--- config.mk ---
export PLATFORM = sky130hd
export DESIGN_NAME = rd_window_gen_flat
export DESIGN_NICKNAME = d
export VERILOG_FILES = /design/src/rtl/rd_window_gen_if.sv /design/src/rtl/rd_window_gen.sv /design/src/flat_wrapper.sv
export SDC_FILE = /design/constraint.sdc
export NUM_CORES = 1
export LEC_CHECK = 0
export ABC_AREA = 1
export CORE_AREA = 10 10 95 97
export DETAILED_ROUTE_END_ITERATION = 16
export DIE_AREA = 0 0 105 107
export GPL_ROUTABILITY_DRIVEN = 0
export RECOVER_POWER = 25
export SYNTH_ARGS = -nofsm -noshare
export SYNTH_HDL_FRONTEND = slang
export SYNTH_SLANG_ARGS = --single-unit
--- constraint.sdc ---
create_clock -name clk -period 3 [get_ports clk]
set_clock_uncertainty 0.05 [all_clocks]
set_input_delay 0.6 -clock clk [delete_from_list [all_inputs] [get_ports clk]]
set_output_delay 0.6 -clock clk [all_outputs]
set_load 0.01 [all_outputs]
--- src/rtl/rd_window_gen_if.sv ---
// Command/window bundle for the DDR3 read-capture window generator.
// Master drives commands and pre/post settings; slave returns ready, windows and busy.
interface rd_window_gen_if #(
   parameter int CNT_W = 6
) ();
   logic [1:0]       pre;
   logic [1:0]       post;
   logic             cmd_valid;
   logic [CNT_W-1:0] cmd_len;
   logic             cmd_ready;
   logic             win;
   logic             win_data;
   logic             busy;

   modport master (
      output pre, post, cmd_valid, cmd_len,
      input  cmd_ready, win, win_data, busy
   );

   modport slave (
      input  pre, post, cmd_valid, cmd_len,
      output cmd_ready, win, win_data, busy
   );
endinterface

--- src/rtl/rd_window_gen.sv ---
// Read-capture window generator: queued bursts -> contiguous win/win_data pulse train.
// Latency: command accepted at E0 is popped at E1 when idle; win rises from E1.
// Backpressure: cmd_ready drops while the command queue is full.
module rd_window_gen #(
   parameter int CNT_W = 6,
   parameter int QLOG2 = 2
) (
   input logic            clk,
   input logic            rst_n,
   rd_window_gen_if.slave bus
);
   localparam int DEPTH = 1 << QLOG2;

   typedef enum logic [1:0] {IDLE, PRE, DATA, POST} state_t;

   state_t           state;
   logic [CNT_W-1:0] cnt;
   logic [CNT_W-1:0] len_q;
   logic [1:0]       post_q;
   logic             win_q;
   logic             win_data_q;

   logic [CNT_W-1:0] mem [DEPTH];
   logic [QLOG2-1:0] wr_ptr;
   logic [QLOG2-1:0] rd_ptr;
   logic [QLOG2:0]   count;
   logic             empty;
   logic             full;
   logic             push;
   logic             pop;
   logic [CNT_W-1:0] head;

   assign empty = (count == '0);
   assign full  = (count == (QLOG2+1)'(DEPTH));
   assign push  = bus.cmd_valid & ~full;
   assign head  = mem[rd_ptr];

   // Pops happen from IDLE, on the last DATA beat (merge), or anywhere in POST (truncate).
   always_comb begin
      pop = 1'b0;
      if (!empty) begin
         case (state)
            IDLE:    pop = 1'b1;
            DATA:    pop = (cnt == '0);
            POST:    pop = 1'b1;
            default: pop = 1'b0;
         endcase
      end
   end

   assign bus.cmd_ready = ~full;
   assign bus.win       = win_q;
   assign bus.win_data  = win_data_q;
   assign bus.busy      = (state != IDLE) | ~empty;

   always_ff @(posedge clk) begin
      if (push) begin
         mem[wr_ptr] <= bus.cmd_len;
      end
   end

   always_ff @(posedge clk or negedge rst_n) begin
      if (!rst_n) begin
         wr_ptr <= '0;
         rd_ptr <= '0;
         count  <= '0;
      end else begin
         if (push) begin
            wr_ptr <= wr_ptr + QLOG2'(1);
         end
         if (pop) begin
            rd_ptr <= rd_ptr + QLOG2'(1);
         end
         if (push && !pop) begin
            count <= count + (QLOG2+1)'(1);
         end else if (!push && pop) begin
            count <= count - (QLOG2+1)'(1);
         end
      end
   end

   always_ff @(posedge clk or negedge rst_n) begin
      if (!rst_n) begin
         state      <= IDLE;
         cnt        <= '0;
         len_q      <= '0;
         post_q     <= '0;
         win_q      <= 1'b0;
         win_data_q <= 1'b0;
      end else begin
         case (state)
            IDLE: begin
               if (!empty) begin
                  len_q  <= head;
                  post_q <= bus.post;
                  win_q  <= 1'b1;
                  if (bus.pre != 2'd0) begin
                     state      <= PRE;
                     cnt        <= CNT_W'(bus.pre - 2'd1);
                     win_data_q <= 1'b0;
                  end else begin
                     state      <= DATA;
                     cnt        <= head;
                     win_data_q <= 1'b1;
                  end
               end
            end
            PRE: begin
               if (cnt == '0) begin
                  state      <= DATA;
                  cnt        <= len_q;
                  win_data_q <= 1'b1;
               end else begin
                  cnt <= cnt - CNT_W'(1);
               end
            end
            DATA: begin
               if (cnt == '0) begin
                  if (!empty) begin
                     // Merge: stay in DATA, skip this postamble and the next preamble.
                     len_q  <= head;
                     post_q <= bus.post;
                     cnt    <= head;
                  end else if (post_q != 2'd0) begin
                     state      <= POST;
                     cnt        <= CNT_W'(post_q - 2'd1);
                     win_data_q <= 1'b0;
                  end else begin
                     state      <= IDLE;
                     win_q      <= 1'b0;
                     win_data_q <= 1'b0;
                  end
               end else begin
                  cnt <= cnt - CNT_W'(1);
               end
            end
            POST: begin
               if (!empty) begin
                  state      <= DATA;
                  len_q      <= head;
                  post_q     <= bus.post;
                  cnt        <= head;
                  win_data_q <= 1'b1;
               end else if (cnt == '0) begin
                  state <= IDLE;
                  win_q <= 1'b0;
               end else begin
                  cnt <= cnt - CNT_W'(1);
               end
            end
            default: begin
               state      <= IDLE;
               win_q      <= 1'b0;
               win_data_q <= 1'b0;
            end
         endcase
      end
   end
endmodule
--- src/flat_wrapper.sv ---
// flat-port wrapper written by rule: the top's interface ports become plain ports
module rd_window_gen_flat 
#(
   parameter int CNT_W = 6,
   parameter int QLOG2 = 2
)
  (clk, rst_n, bus_pre, bus_post, bus_cmd_valid, bus_cmd_len, bus_cmd_ready, bus_win, bus_win_data, bus_busy);
  rd_window_gen_if #(.CNT_W(CNT_W)) bus_i ();
  input logic clk;
  input logic rst_n;
  input wire logic [$bits(bus_i.pre)-1:0] bus_pre;
  input wire logic [$bits(bus_i.post)-1:0] bus_post;
  input wire logic [$bits(bus_i.cmd_valid)-1:0] bus_cmd_valid;
  input wire logic [$bits(bus_i.cmd_len)-1:0] bus_cmd_len;
  output wire logic [$bits(bus_i.cmd_ready)-1:0] bus_cmd_ready;
  output wire logic [$bits(bus_i.win)-1:0] bus_win;
  output wire logic [$bits(bus_i.win_data)-1:0] bus_win_data;
  output wire logic [$bits(bus_i.busy)-1:0] bus_busy;
  assign bus_i.pre = bus_pre;
  assign bus_i.post = bus_post;
  assign bus_i.cmd_valid = bus_cmd_valid;
  assign bus_i.cmd_len = bus_cmd_len;
  assign bus_cmd_ready = bus_i.cmd_ready;
  assign bus_win = bus_i.win;
  assign bus_win_data = bus_i.win_data;
  assign bus_busy = bus_i.busy;
  rd_window_gen #(.CNT_W(CNT_W), .QLOG2(QLOG2)) u_core (.clk(clk), .rst_n(rst_n), .bus(bus_i));
endmodule
==> metrics.sh <==
CRIT_PATH_END_KIND='register'
WORST_PATH_DOMINANT_CELL_FAMILY='adder cells'
AVGSYNTHCELLAREA_UM2=8.41
WORST_SLEW_MARGIN_REL_PCT=7.64
PERIOD_SHARE_PCT=82.9
SYNTH_CELLS=328
SYNTH-MAIN-FF-CELL='dfrtp_1'
GRT_SETUP_UNREPAIRED='false'
DRT-VIAS-PER-INSTANCE=4.80
POWER_FRAC_SEQ_PCT=33.1
CLKSINKCOUNT=49
DRC_ERRORS=0
DESIGN.CORE.AREA_UM2=7140
CP_SLOWEST_STAGE_DELAY_NS=0.42
POWER.DENSITY_nW_PER_UM2=1100
INITIAL_CORE_UTIL_PCT=38.7
CRIT_PATH_MAX_FANOUT=14
ROUTED_LEN_INST_UM=13.5
CTSHOLDBUFFERS=0
FLOPS_LATCHES_SYNTH=49
WORST_PIN_SLEW_NS=1.39
PORT_BUFFERS=16
CP_CELL_SEQUENCE='inv_1, ha_1, nand3_4, o21ai_4, nand2_2, ha_1, inv_1, fa_1, mux2_2'
TIMING_MAX_TRANSITION_VIOLATIONS_FINAL=0
DIODES=0
SYNTH_LARGEST_AREA_CELL='edfxtp_1'
POWER.NET_SWITCHING_uW=1580
TNS_NS=0
VDD_IR_DROP_MAX_V=0.000415
NUMBER_OF_CTS_INSERTED_BUFFERS=5
SYNTH_TOP_AREA_SHARE_PCT=26.1
P_COMB_SHARE_PCT=52.8
WORSTHOLDPATHTYPE='register to register'
FINAL_LAYOUT_SIZE_SUFFIX_GT1_SHARE_PCT=8.07
CP.ARRIVAL_NS=2.63
ROUTED_WL_UM=6000
SYNTH_ENABLE_FLOP_CELLS=24
CRIT_SLOWEST_CELL='fa_1'
PLACEMENT.SETUP.WORST_SLACK_NS=0.541
PROPORTION_OF_SYNTHESIZED_CHIP_AREA_IN_SEQUENTIAL_CELLS_PCT=48.8
SYNTH.CELLS.MOST_FREQUENT='92 x nand2_1, 38 x inv_1, 34 x nor2_1'
NUM_IO_PINS=17
WORSTPATHREQUIRED_NS=3.14
SYNTH.MOST_COMMON_CELL='nand2_1'
CLK_PATH_BUF_DEPTH=2
CTS_POST_SETUP_BUFFERS_INSERTED=0
SYNTH-WARNING-COUNT=0
ANTENNA_FOUND_INITIAL=0
POWER.TOTAL_uW=3440
CTS_TREE='done'
DIE_WIDTH_UM=105
FINAL.MIN_CLOCK_PERIOD_NS=2.49
GLOBALROUTE.TOTALOVERFLOW=0
PATH_CLASS='register to register'
NUMBER_OF_GLOBAL_ROUTE_VIAS_BEFORE_REPAIR=2120
DIE_FOOTPRINT_UM2=11200
ROUTED-VIA-COUNT=2140
MAXIMUM_NUMBER_OF_PINS_ON_ONE_NET_BEFORE_GLOBAL_ROUTE_REPAIR=26
TOTAL_LEAKAGE_POWER_uW=0.00141
SWSHARE_PCT=46.0
TIMING.CRITICAL_PATH.BUF_INV=2
COUNT_OF_ROUTING_VIOLATIONS_AFTER_THE_OPENING_DETAILED_ROUTE_ITERATION=121
GRT_UTIL_ALL_LAYERS_PCT=10.9
CLOCK_INSERTION_DELAY_WORST_SKEW_NS=0.30
GLOBAL_ROUTE_WIRE_LENGTH_BEFORE_REPAIR_UM=10200
FINALHOLDVIOLCOUNT=0
DETAILED_PLACE_HPWL_UM=4560
NUM-NETS-FINAL=371
SYN_AREA_UM2=2760
POWER_FRAC_CLOCK_PCT=14.1
SYNTH_FP_NETS=353
NETLIST-CELL-TYPE-COUNT=32
SYNTH_ASYNC_SR_FLOP_SHARE_PCT=51.0
DETAIL-ROUTE-ANTENNA-NETS=0
POSTCTSRESIZEDCELLS=0
FINALSETUPVIOLATIONS=0
DIE_H_UM=107
TIMING.FMAX_MHz=402
HTREEDEPTH=2
STARTPOINT_TYPE='register'
DETAILED_ROUTING_ITERATION_COUNT_FOR_THE_PRE_ANTENNA_REPAIR_PASS=4
STATUS='completed'
POST-ROUTE-WORST-SETUP-SLACK_NS=0.512
SYNTHTOLAYOUTAREAGROWTH_PCT=13.1
CTSROOTBUFFERMASTER='clkbuf_8'
ROWS=31
PATH_CLK_SLEW_NS=0.10
INTERNAL_POWER_uW=1860
POST_SYNTH_MAIN_AREA_CONTRIBUTORS='edfxtp_1 26%, dfrtp_1 23%, nand2_1 13%'
DRV.MAX_CAP_VIOLATION_COUNT=0
flip-flops by register name, summed over array words and instances, names as in the netlist:
register,count
u_core.mem,24
u_core.cnt,6
u_core.len_q,6
u_core.count,3
u_core.post_q,2
u_core.rd_ptr,2
u_core.state,2
u_core.wr_ptr,2
u_core.bus.win,1
u_core.bus.win_data,1
path summary, 6_finish.rpt:
kind / endpoint / startpoint / slack [ns] / depth (start not counted)
worst max-delay path: u_core.count[1] / u_core.cnt[0] / 0.51 / 9
worst min-delay path: u_core.len_q[3] / u_core.len_q[3] / 0.45 / 2
worst max register to register: u_core.count[1] / u_core.cnt[0] / 0.51 / 9
worst min register to register: u_core.len_q[3] / u_core.len_q[3] / 0.45 / 2
max in group asynchronous: u_core.cnt[1] / rst_n / 1.01 / 2
min in group asynchronous: u_core.bus.win / rst_n / 1.08 / 2
worst min-delay path, cell delays in order (launching register included):
cell     delay (ns)
dfrtp_1        0.36
nand2_1        0.05
o21ai_0        0.06
per-stage QoR:
step	hold WS, ns	cells	instance area [um2]	utilization (%)
after floorplan	0.254	328	2760	-
after global placement	0.422	438	3010	42.2
after detailed placement	0.437	438	3010	42.2
after CTS	0.459	446	3120	43.8
after global routing	0.485	446	3120	43.7
final	0.452	446	3120	43.7
layout by cell type, fill, tap and decap left out, drive strengths merged:
cell and instances:
edfxtp 24, dfrtp 25, a21oi 21, nand4 4
bufinv 1, o21ai 20, nor2 41, clkdlybuf4s50 15
nand2 98, nand3 27, clkinv 2, inv 40
o21a 1, mux2 1, clkbuf 7, a31oi 2
xnor2 2, fa 1, xor2 3, dlygate4sd3 1
ha 11
power groups by stage:
stage | Combinational, uW | Sequential (uW) | Clock (uW)
final | 1820 | 1140 | 486
after global routing | 2080 | 1170 | 522
after CTS | 1830 | 1140 | 494
after detailed placement | 1820 | 1150 | 0
after global placement | 1800 | 1150 | 0
after floorplan | 1430 | 1090 | 0
routing by layer:
| metal | GRT usage (%) | routed length [um] | part of all wire [%] |
|---|---|---|---|
| met5 | 0 | 0 | 0 |
| met1 | 13.6 | 2870 | 48 |
| met4 | 2.16 | 57 | 0.95 |
| met2 | 18.9 | 2790 | 47 |
| met3 | 2.69 | 283 | 4.7 |
area by class of cell:
class	count	area [um2]
multi-input combinational	232	1220
tap	99	124
clock buffer	6	72.6
fill	737	4020
sequential	49	1350
clock inverter	2	38.8
timing repair buffer	17	164
inverter	41	159
cells by family after synthesis:
logic type               synth area share, %
multiplexers                           0.408
AO/OA/AOI/OAI                           9.12
adder cells (fa/ha/maj)                 5.71
flip-flops                              48.8
AND/OR/NAND/NOR                         27.3
XOR/XNOR                                1.59
buffers and inverters                   7.12
(Power assumes the default switching activity.)
==> patch 1: new RTL, same settings <==
The 4 states of `state_t` get a Gray code encoding in 2 bits.
--- a/src/rtl/rd_window_gen.sv
+++ b/src/rtl/rd_window_gen.sv
@@ -13,3 +13,3 @@
 
-   typedef enum logic [1:0] {IDLE, PRE, DATA, POST} state_t;
+   typedef enum logic [1:0] {IDLE = 2'b00, PRE = 2'b01, DATA = 2'b11, POST = 2'b10} state_t;
 
Formal check against the unedited RTL: no difference found for any inputs over 10 cycles, from zero or initial values and one cycle with rst_n low; not proved beyond that.
==> patch 1 against the original RTL <==
  * Wire length down 3.7%
  * Synthesized cell count down 0.61%
  * Area after synthesis up 0.14%
  * Power down 2.7%
  * Via count down 1.9%
  * Sequential cell count unchanged
  * Count of clock-buffer cells in the layout down 1
  * Worst setup slack better by 49 ps
  * Final area down 0.24%
==> patch 1: results (changes against the original RTL) <==
[run_status]
status = complete, no violations

[logic_synthesis]
synth_compound_area_share_pct = 7.52  ; -1.6 points
synth_mux_area_share_pct = 1.63  ; +1.2 points
synth_fa_ha_area_share_pct = 5.71  ; -0.0078 points
ys_types = 34  ; +6.3%
synth_ff_type = dfrtp_1
syn_nets = 351  ; -0.57%
synth_edf_count = 24  ; unchanged
synth_xor_xnor_area_share_pct = 1.90  ; +0.31 points
seq_area_frac_synth_pct = 48.7  ; -0.066 points
syn_area_per_cell_um2 = 8.47  ; +0.75%
yosysWarnings = 0  ; unchanged
async_reset_ff_share_pct = 51.0  ; unchanged
ys_top_cells_by_count = nand2_1, inv_1, nor2_1, dfrtp_1, nand3_1
synthTopCellsByArea = edfxtp_1, dfrtp_1, nand2_1

[sta]
slew_headroom_pct = 9.72  ; +2.1 points
fmax_mhz = 410  ; +2.0%

[clock_tree]
clkLatencyLatePin_ps = 310
cts_max_path_buffers = 2  ; unchanged
htreeDepth = 2  ; unchanged
path_clk_slew_ps = 100  ; about the same
cts_root_buf = clkbuf_8

[drt]
met2_length_mm = 2.81  ; +0.61%
met1_length_mm = 2.59  ; -9.8%
vias = 2100  ; -1.9%
maxUsedRoutingLayer = met4
wl_per_cell_um = 13.0  ; -3.5%
first_pass_iters = 4  ; unchanged
drt_iter0_drc = 106  ; -12%
wl_met3_um = 268  ; -5.3%

[power_and_ir_drop]
max-vdd-ir-drop_v = 0.000421  ; +1.4%
powerSeq_mw = 1.14  ; about the same
power_density_nw_per_um2 = 1080  ; -2.5%
power.internal_mw = 1.79  ; -3.4%
p_leak_nw = 1.42  ; +0.38%

[placed_design]
post-place-cells = 437  ; -0.23%
dpl.hpwl_mm = 4.40  ; -3.4%
placed_area_um2 = 3030  ; +0.50%
dp_slack_ps = 537  ; -3.36 ps

[layout]
multi_input_area_um2 = 1220  ; +0.72%
finalNonFillerCells = 445  ; -0.22%
nets = 370  ; -0.27%
drive_gt1_share_pct = 9.83  ; +1.8 points
diodes = 0  ; unchanged
reg_top3 = u_core.mem x24, u_core.cnt x6, u_core.len_q x6
fill_cells = 720  ; -2.3%

[setup_path]
crit_arrival_ps = 2590  ; -40 ps
crit_fanout = 9  ; -5

[grt]
use_met3_pct = 2.16  ; -0.54 points
grt_pass1_wl_mm = 9.87  ; -3.6%
use_met2_pct = 18.2  ; -0.63 points
grtUsageTotal_pct = 10.7  ; -0.26 points
use_met1_pct = 12.9  ; -0.63 points

patch 1: cell types whose count changed in the layout (fill, tap and decap cells not counted), moves of 3 or more:
cell / unedited run / this run
mux2_2: 1 / 4
nand2_1: 92 / 80
nor2_1: 34 / 40
o21ai_0: 14 / 8
patch 1: area by class of cell:
cell class / instances / area share [%]
Clock buffer: 5 / 2.21
Clock inverter: 3 / 0.643
Inverter: 42 / 5.06
Multi-Input combinational cell: 229 / 39.3
Sequential cell: 49 / 43.2
Tap cell: 99 / 3.98
Timing Repair Buffer: 18 / 5.51
patch 1: worst paths after layout:
check / cells after the start / from / endpoint / slack (ps)
worst max-delay path: 9 / u_core.cnt[0] / u_core.count[1] / 560
worst max register to register: 9 / u_core.cnt[0] / u_core.count[1] / 560
min in group asynchronous: 2 / rst_n / u_core.cnt[5] / 1060
max in group asynchronous: 2 / rst_n / u_core.rd_ptr[0] / 1040
worst min-delay path: 2 / u_core.len_q[0] / u_core.len_q[0] / 450
worst min register to register: 2 / u_core.len_q[0] / u_core.len_q[0] / 450
==> patch 2: new RTL, config.mk and constraints unchanged <==
Without the edit above. `QLOG2` is set to 2 in 2 places; all go to 1.
--- a/src/rtl/rd_window_gen.sv
+++ b/src/rtl/rd_window_gen.sv
@@ -5,3 +5,3 @@
    parameter int CNT_W = 6,
-   parameter int QLOG2 = 2
+   parameter int QLOG2 = 1
 ) (
--- a/src/flat_wrapper.sv
+++ b/src/flat_wrapper.sv
@@ -4,3 +4,3 @@
    parameter int CNT_W = 6,
-   parameter int QLOG2 = 2
+   parameter int QLOG2 = 1
 )
Check against the original RTL: not equivalent (Yosys sat finds a counterexample within 4 cycles, from zero or initial values and one cycle with rst_n low).
==> patch 2 against the original RTL <==
  * Wire length decreased by 27%
  * Via count decreased by 24%
  * Maximum frequency increased by 2.5%
  * Worst setup slack improved by 60 ps
  * Sequential cell count decreased by 15
  * Final area decreased by 23%
  * Area after synthesis decreased by 28%
  * Power decreased by 18%
  * Critical endpoint is now bus_busy
  * Largest cell class is now multi-input combinational cells
==> patch 2: results (changes against the original RTL) <==
[grt]
grt_pass1_vias = 1599  ; -25%
antenna_found_initial = 0  ; unchanged
grt_max_degree = 23  ; -12%
grt_pass1_wl_mm = 7.70  ; -25%
grtUsageTotal_pct = 8.31  ; -2.6 points

[drt]
wl_met3_um = 242  ; -14%
met2_length_mm = 1.94  ; -31%
drt_iter0_drc = 87  ; -28%
first_pass_iters = 4  ; unchanged
met1_length_mm = 2.18  ; -24%
via_per_inst = 4.37  ; -8.9%
drt_wl_total_mm = 4.41  ; -27%

[layout]
fill_cells = 771  ; +4.6%
reg_top3 = u_core.mem x12, u_core.cnt x6, u_core.len_q x6
drive_gt1_share_pct = 9.85  ; +1.8 points
nets = 294  ; -21%
diodes = 0  ; unchanged

[logic_synthesis]
synth_edf_count = 12  ; -50%
ys_types = 27  ; -16%
synth.most_common_cell = nand2_1
seq_area_frac_synth_pct = 45.8  ; -3.0 points
syn_nets = 272  ; -23%
async_reset_ff_share_pct = 64.7  ; +14 points
synthTopCellsByArea = dfrtp_1, edfxtp_1, nand2_1
ys_top_cells_by_count = nand2_1, nor2_1, inv_1, dfrtp_1, o21ai_0

[power_and_ir_drop]
max-vdd-ir-drop_v = 0.000334  ; -20%
p_leak_nw = 1.10  ; -22%

[clock_tree]
post-cts-setup-buffers = 0  ; unchanged
cts_root_buf = clkbuf_8
cts_max_path_buffers = 2  ; unchanged
cts.repair.resized = 0  ; unchanged
htreeDepth = 2  ; unchanged
cts_buffers = 5  ; unchanged
path_clk_slew_ps = 80  ; -20 ps

[placed_design]
dp_slack_ps = 890  ; +349 ps
dpl.hpwl_mm = 3.45  ; -24%
placed_area_um2 = 2270  ; -25%
port-buffer-count = 16  ; unchanged

[setup_path]
crit_fanout = 9  ; -5
crit_arrival_ps = 1780  ; -850 ps

[sta]
worst_slew_pin_slew_ps = 1220  ; -167 ps

[run_status]
status = complete, no violations

==> patch 2: cell count changes in the layout (fill, tap and decap cells not counted), moves of 3 or more <==
cell             delta
nand2_1            -25
edfxtp_1           -12
inv_1              -12
a21oi_1            -10
nand3_1            -10
o21ai_0             +6
clkdlybuf4s50_1     -3
dfrtp_1             -3
dlygate4sd3_1       +3
ha_1                -3
o21ai_1             -3
==> patch 2: area by class of cell <==
cell class	instances	area share, %
clock buffers	5	2.87
clock inverters	3	2.66
inverters	30	4.95
multi-input cells	185	39.6
flip-flops and latches	34	37.9
well taps	99	5.16
repair buffers	17	6.83
==> patch 2: cells by family (layout without fill, tap and decap cells) <==
family	count (synthesis)	in the layout	share of synthesized area, %
AOI/OAI and AO/OA	36	36	9.74
buffers and inverters	32	55	6.47
and+or+nand+nor	135	135	30.4
adders and majority gates	8	8	5.03
DFF	34	34	45.8
xor gates and xnor gates	6	6	2.64
==> patch 2: path summary, 6_finish.rpt <==
| check | startpoint | endpoint | slack (ps) | cells after the start |
|---|---|---|---|---|
| setup / recovery | u_core.state[0] | bus_busy | 570 | 4 |
| hold / removal | u_core.bus.win | u_core.bus.win | 430 | 2 |
| setup reg to reg | u_core.cnt[0] | u_core.count[1] | 890 | 9 |
| hold reg to reg | u_core.bus.win | u_core.bus.win | 430 | 2 |
| max in group asynchronous | rst_n | u_core.post_q[0] | 1140 | 2 |
| min in group asynchronous | rst_n | u_core.bus.win | 1030 | 2 |
==> patch 2: metal layers <==
layer	GRT usage (%)	up-vias
met4	2.25	0
met2	12.7	37
met5	0	-
li1	-	854
met1	11.0	735
met3	2.63	5
==> patch 2: per-stage QoR <==
stage	std cells	power, mW	hold WS, ps	utilization (%)
3_3_place_gp	365	2.32	405	31.8
5_1_grt	373	3.12	459	33.6
3_5_place_dp	365	2.33	416	31.8
2_1_floorplan	251	1.95	254	-
4_1_cts	373	2.85	435	33.7
6_report	373	2.82	427	33.6
==> patch 2: report_power, final <==
group | total (mW) | internal (mW) | switching (mW)
Sequential | 0.815 | 0.685 | 0.129
Combinational | 1.50 | 0.550 | 0.950
Clock | 0.504 | 0.329 | 0.175
==> patch 2: worst max-delay path: stages, from the launching register on <==
cell and delay [ps]:
dfrtp_1 400, inv_1 80, ha_1 300, nand2_2 150, clkdlybuf4s50_1 560
